`config.mk`:
```
export PLATFORM = sky130hd
export DESIGN_NAME = mult_div_unit
export DESIGN_NICKNAME = d
export VERILOG_FILES = /design/src/rtl/mult_div_unit.sv
export SDC_FILE = /design/constraint.sdc
export NUM_CORES = 1
export LEC_CHECK = 0
export BUFFER_PORTS_ARGS = -buffer_cell sky130_fd_sc_hd__buf_4
export CORE_MARGIN = 4
export CORE_UTILIZATION = 45
export DETAILED_ROUTE_END_ITERATION = 10
export GPL_TIMING_DRIVEN = 0
export PLACE_DENSITY = 0.66
export RECOVER_POWER = 100
export SLEW_MARGIN = 20
export SYNTH_ARGS = -nofsm -noshare
export SYNTH_HDL_FRONTEND = slang
export SYNTH_SLANG_ARGS = --single-unit
```
`constraint.sdc`:
```
create_clock -name clk -period 3.7 [get_ports clk]
set_input_delay 0.74 -clock clk [delete_from_list [all_inputs] [get_ports clk]]
set_output_delay 0.74 -clock clk [all_outputs]
set_load 0.02 [all_outputs]
```
`src/rtl/mult_div_unit.sv`:
```
// mult_div_unit: iterative 32-bit MULT/MULTU/DIV/DIVU with HI/LO (ports: clk, rst_n, start, op, A, B, wr_hi, wr_lo, wr_data -> busy, done, div_by_zero, HI, LO)
module mult_div_unit (
  input  logic        clk,
  input  logic        rst_n,
  input  logic        start,
  input  logic [1:0]  op,
  input  logic [31:0] A,
  input  logic [31:0] B,
  input  logic        wr_hi,
  input  logic        wr_lo,
  input  logic [31:0] wr_data,
  output logic        busy,
  output logic        done,
  output logic        div_by_zero,
  output logic [31:0] HI,
  output logic [31:0] LO
);
  typedef enum logic [1:0] {IDLE, RUN, FIX} state_t;
  state_t      state;
  logic [4:0]  cnt;
  logic        is_div, sa, sb, bz;
  logic [31:0] a, b;
  logic [63:0] acc;
  logic [32:0] rem;
  logic [31:0] a_mag, b_mag, quo, rmd, a_orig;
  logic [32:0] msum, shl;
  logic [33:0] diff;
  logic [63:0] prod;
  always_comb begin
    a_mag  = (~op[0] & A[31]) ? -A : A;
    b_mag  = (~op[0] & B[31]) ? -B : B;
    msum   = {1'b0, acc[63:32]} + (acc[0] ? {1'b0, a} : 33'd0);
    shl    = {rem[31:0], acc[31]};
    diff   = {1'b0, shl} - {2'b00, b};
    prod   = (sa ^ sb) ? -acc : acc;
    quo    = (sa ^ sb) ? -acc[31:0] : acc[31:0];
    rmd    = sa ? -rem[31:0] : rem[31:0];
    a_orig = sa ? -a : a;
  end
  assign busy = state != IDLE;
  always_ff @(posedge clk or negedge rst_n) begin
    if (!rst_n) begin
      state       <= IDLE;
      cnt         <= 5'd0;
      is_div      <= 1'b0;
      sa          <= 1'b0;
      sb          <= 1'b0;
      bz          <= 1'b0;
      a           <= '0;
      b           <= '0;
      acc         <= '0;
      rem         <= '0;
      done        <= 1'b0;
      div_by_zero <= 1'b0;
      HI          <= '0;
      LO          <= '0;
    end else begin
      done <= 1'b0;
      case (state)
        IDLE: if (start) begin
          state  <= RUN;
          cnt    <= 5'd0;
          is_div <= op[1];
          sa     <= ~op[0] & A[31];
          sb     <= ~op[0] & B[31];
          bz     <= op[1] & (B == 32'd0);
          a      <= a_mag;
          b      <= b_mag;
          acc    <= {32'd0, op[1] ? a_mag : b_mag};
          rem    <= '0;
        end else begin
          if (wr_hi) HI <= wr_data;
          if (wr_lo) LO <= wr_data;
        end
        RUN: begin
          cnt <= cnt + 5'd1;
          if (cnt == 5'd31) state <= FIX;
          if (is_div) begin
            acc[31:0] <= {acc[30:0], ~diff[33]};
            rem       <= diff[33] ? shl : diff[32:0];
          end else
            acc <= {msum, acc[31:1]};
        end
        FIX: begin
          state       <= IDLE;
          done        <= 1'b1;
          div_by_zero <= bz;
          HI          <= bz ? a_orig : is_div ? rmd : prod[63:32];
          LO          <= bz ? 32'hFFFF_FFFF : is_div ? quo : prod[31:0];
        end
        default: state <= IDLE;
      endcase
    end
  end
endmodule

```
==> results.yml <==
grt:
  gr-usage-all-layers: 0.336
  antenna_found_initial: 1
  grt_pass1_wl_mm: 112
  grt_max_degree: 92
  grt_overflow: 0
  grt_pass1_vias: 17390
finish:
  fin_util: 0.528
  layout-drive-gt1-share: 0.0816
  syn2layout_area_growth_pct: 14.8
  nets: 2596
  fin_cells: 2957
  nFillCells: 3888
  antenna_cells: 0
clock_network:
  htree_levels: 1
  root_buffer: "clkbuf_16"
  cts_buffers: 27
  cts_hold_buf: 0
  clock_sinks: 237
  clk_latency_ns: 0.60
  cts_tree: "built"
  clock_path_buffers: 3
  clk_pin_slew_worst_paths_ns: 0.06
logic_synthesis:
  yosysTopAreaCell: "dfrtp_1"
  synth_area_mm2: 0.0180
  ys_top_cells_by_count: "276 x nand2_1, 258 x o21ai_0, 237 x dfrtp_1, 143 x a21oi_1, 142 x nor2_1"
  synth_compound_area_frac: 0.246
  synth-adder-area-share: 0.0516
  synth_top_area_frac: 0.330
  synth_seq_cells: 237
  synthFlopType: "dfrtp_1"
  synth_edf_count: 0
  synth_cell_type_count: 74
  synthArstFlopShare: 1.00
  yosysMostFrequentCell: "nand2_1"
  ys_seq_area_frac: 0.330
  ys_top_cells_by_area: "dfrtp_1 33%, o21ai_0 7.2%, xnor2_1 5.9%"
  synthesis.nets: 2392
  synth_top_family_by_area: "compound AO/OA/AOI/OAI gates"
  syn_avg_cell_area_um2: 8.12
  synth-simple-area-share: 0.187
  yosys_warnings: 0
  syn-instance-count: 2216
  synth_xor_area_frac: 0.111
  synth_mux_area_frac: 0.0314
routing:
  dr_total_vias: 18553
  drt_pass1_iterations: 7
  post_drt_via_cell_ratio: 6.27
  drt_iter0_markers: 1991
  wl_mm: 76.5
  antenna_left: 0
  remaining_drc_errors: 0
  post_drt_wl_per_cell_um: 25.9
worst_setup_path:
  r2r-end: "acc[62]"
  r2r_setup_slack_ns: 0.06
  arrival_ns: 4.07
  cp.required_ns: 4.13
  start_kind: "register"
  reg2regPathDepth: 12
  end_kind: "register"
  critPathMaxFanout: 10
  timing.rr.start: "acc[0]"
  critPathKind: "reg -> reg"
sta:
  slew_violations: 69
  rsz0062_at_grt: "yes"
  timing.fmax_ghz: 0.275
  finalSetupViolCount: 0
  finalCritPeriodShare: 0.984
  clock-skew-final_ns: 0.0313
  max_slew_margin: -0.118
  timing.final.hold_violations: 0
  tightest_slew_ns: 1.68
  layout_min_cycle_time_ns: 3.64
die:
  coreArea_mm2: 0.0391
  design.die.area_mm2: 0.0432
  start_util: 0.460
  ios: 170
  rows: 72
  die_height_um: 208
  die_w_um: 208
placement:
  dpl.cell_count: 2905
  dp.final_hpwl_mm: 61.3
  place.gp.congestion: 1.03
  port_buffers: 169
power:
  leakage_nw: 8.76
  peakVddDrop_mv: 0.504
  p_per_area_mw_per_mm2: 1040
min_path:
  worstHoldPathCells: 3
  min_from: "wr_data[0]"
  holdCritPathClass: "in -> reg"
  min_to: "HI[0]"
outcome:
  outcome: "finished, violations left"
  violations: "capacitance limit, slew limit"
run:
  cap_violations: 1
==> through the flow <==
stage                     power (mW)  area (um2)  TNS [ns]  hold WS [ns]  setup WS, ns
after floorplan                 13.8       18000         0         0.444         0.489
after global placement          18.4       19900    -25.23         0.465        -0.418
after detailed placement        18.6       20000     -5.38         0.471        -0.441
after CTS                       21.3       20900         0         0.122        0.0116
after global routing            22.8       20600    -0.163         0.412        -0.126
final                           21.6       20600         0         0.385        0.0578
==> what timing repair did <==
action                     4_1_cts  5_1_grt
gates resized for setup          6       19
setup buffers                    1        4
setup endpoints to repair       32       47
cloned                           0        0
pin swaps                        2        3
==> placed cells by master, fill, tap and decap left out, types with 6 or more instances in the layout <==
cell / n
a21oi_1: 143
o22ai_1: 37
nand2_1: 276
buf_4: 105
ha_1: 71
a221oi_1: 16
a221o_1: 6
nand2b_1: 16
dfrtp_1: 236
a211oi_1: 25
nor3_1: 44
o31ai_1: 35
xor2_1: 105
o21bai_1: 7
o21a_1: 9
nor2_1: 140
or4_1: 11
clkbuf_16: 27
o211ai_1: 10
inv_1: 74
o41ai_1: 18
or3_1: 28
clkbuf_2: 6
nand3_1: 35
clkbuf_1: 192
a22o_1: 9
and2_1: 45
or2_2: 8
a22oi_1: 18
o21ai_0: 257
a21o_1: 34
nand4_1: 8
and3_1: 17
o221ai_1: 9
xnor2_1: 122
a31oi_1: 30
nor4_1: 22
mux2i_1: 53
nor2b_1: 17
==> cell families (layout without fill, tap and decap cells) <==
| group | Yosys count | in the layout |
|---|---|---|
| DFF | 237 | 237 |
| muxes | 56 | 56 |
| AOI/OAI and AO/OA | 713 | 713 |
| xor gates and xnor gates | 228 | 228 |
| and+or+nand+nor | 703 | 703 |
| adders and majority gates | 73 | 73 |
| buffers and inverters | 206 | 429 |
==> registers in the layout (all words and copies together) (netlist names), 2 cells and up <==
name and count:
cnt 5, HI 32, a 32, b 32, state 2, acc 64, LO 32, rem 32
==> critical path, stage by stage (launching register included) <==
cell	delay (ns)
dfrtp_2	0.51
clkbuf_2	0.21
and2_1	0.19
ha_1	0.35
a21oi_1	0.17
nor2_1	0.08
a2111oi_1	0.46
o21ai_0	0.21
o41a_1	0.51
a221o_1	0.36
a21oi_1	0.18
xor2_1	0.15
o21ai_0	0.09
==> metal layers <==
metal  vias to the layer above  track usage  wire length, um
met4                         0        0.122             3480
met5                         -            0                0
met1                      8962        0.485            33200
met3                       177       0.0499             7040
li1                       8403            -                -
met2                      1011        0.515            32700
==> report_power, final <==
part | internal, mW | switching (mW)
registers | 3.84 | 1.99
logic | 4.84 | 8.18
clock network | 1.48 | 1.22
==> cell type report <==
cell class | instances | area (um2) | area share
repair buffers | 176 | 1060 | 0.0515
multi-input cells | 1773 | 11400 | 0.550
clock inverters | 12 | 119 | 0.00576
flip-flops and latches | 237 | 5930 | 0.287
inverters | 74 | 278 | 0.0135
plain buffers | 131 | 502 | 0.0243
well taps | 518 | 648 | 0.0314
clock buffers | 36 | 739 | 0.0358
==> worst max path at each step <==
stage | startpoint | to | slack (ns)
floorplan | acc[0] | acc[63] | 0.49
global placement | acc[0] | acc[61] | -0.42
detailed placement | B[9] | acc[30] | -0.44
CTS | acc[0] | acc[63] | 0.01
global route | acc[0] | acc[62] | -0.13
finish | acc[0] | acc[62] | 0.06
Power figures use the tool's default switching activity.
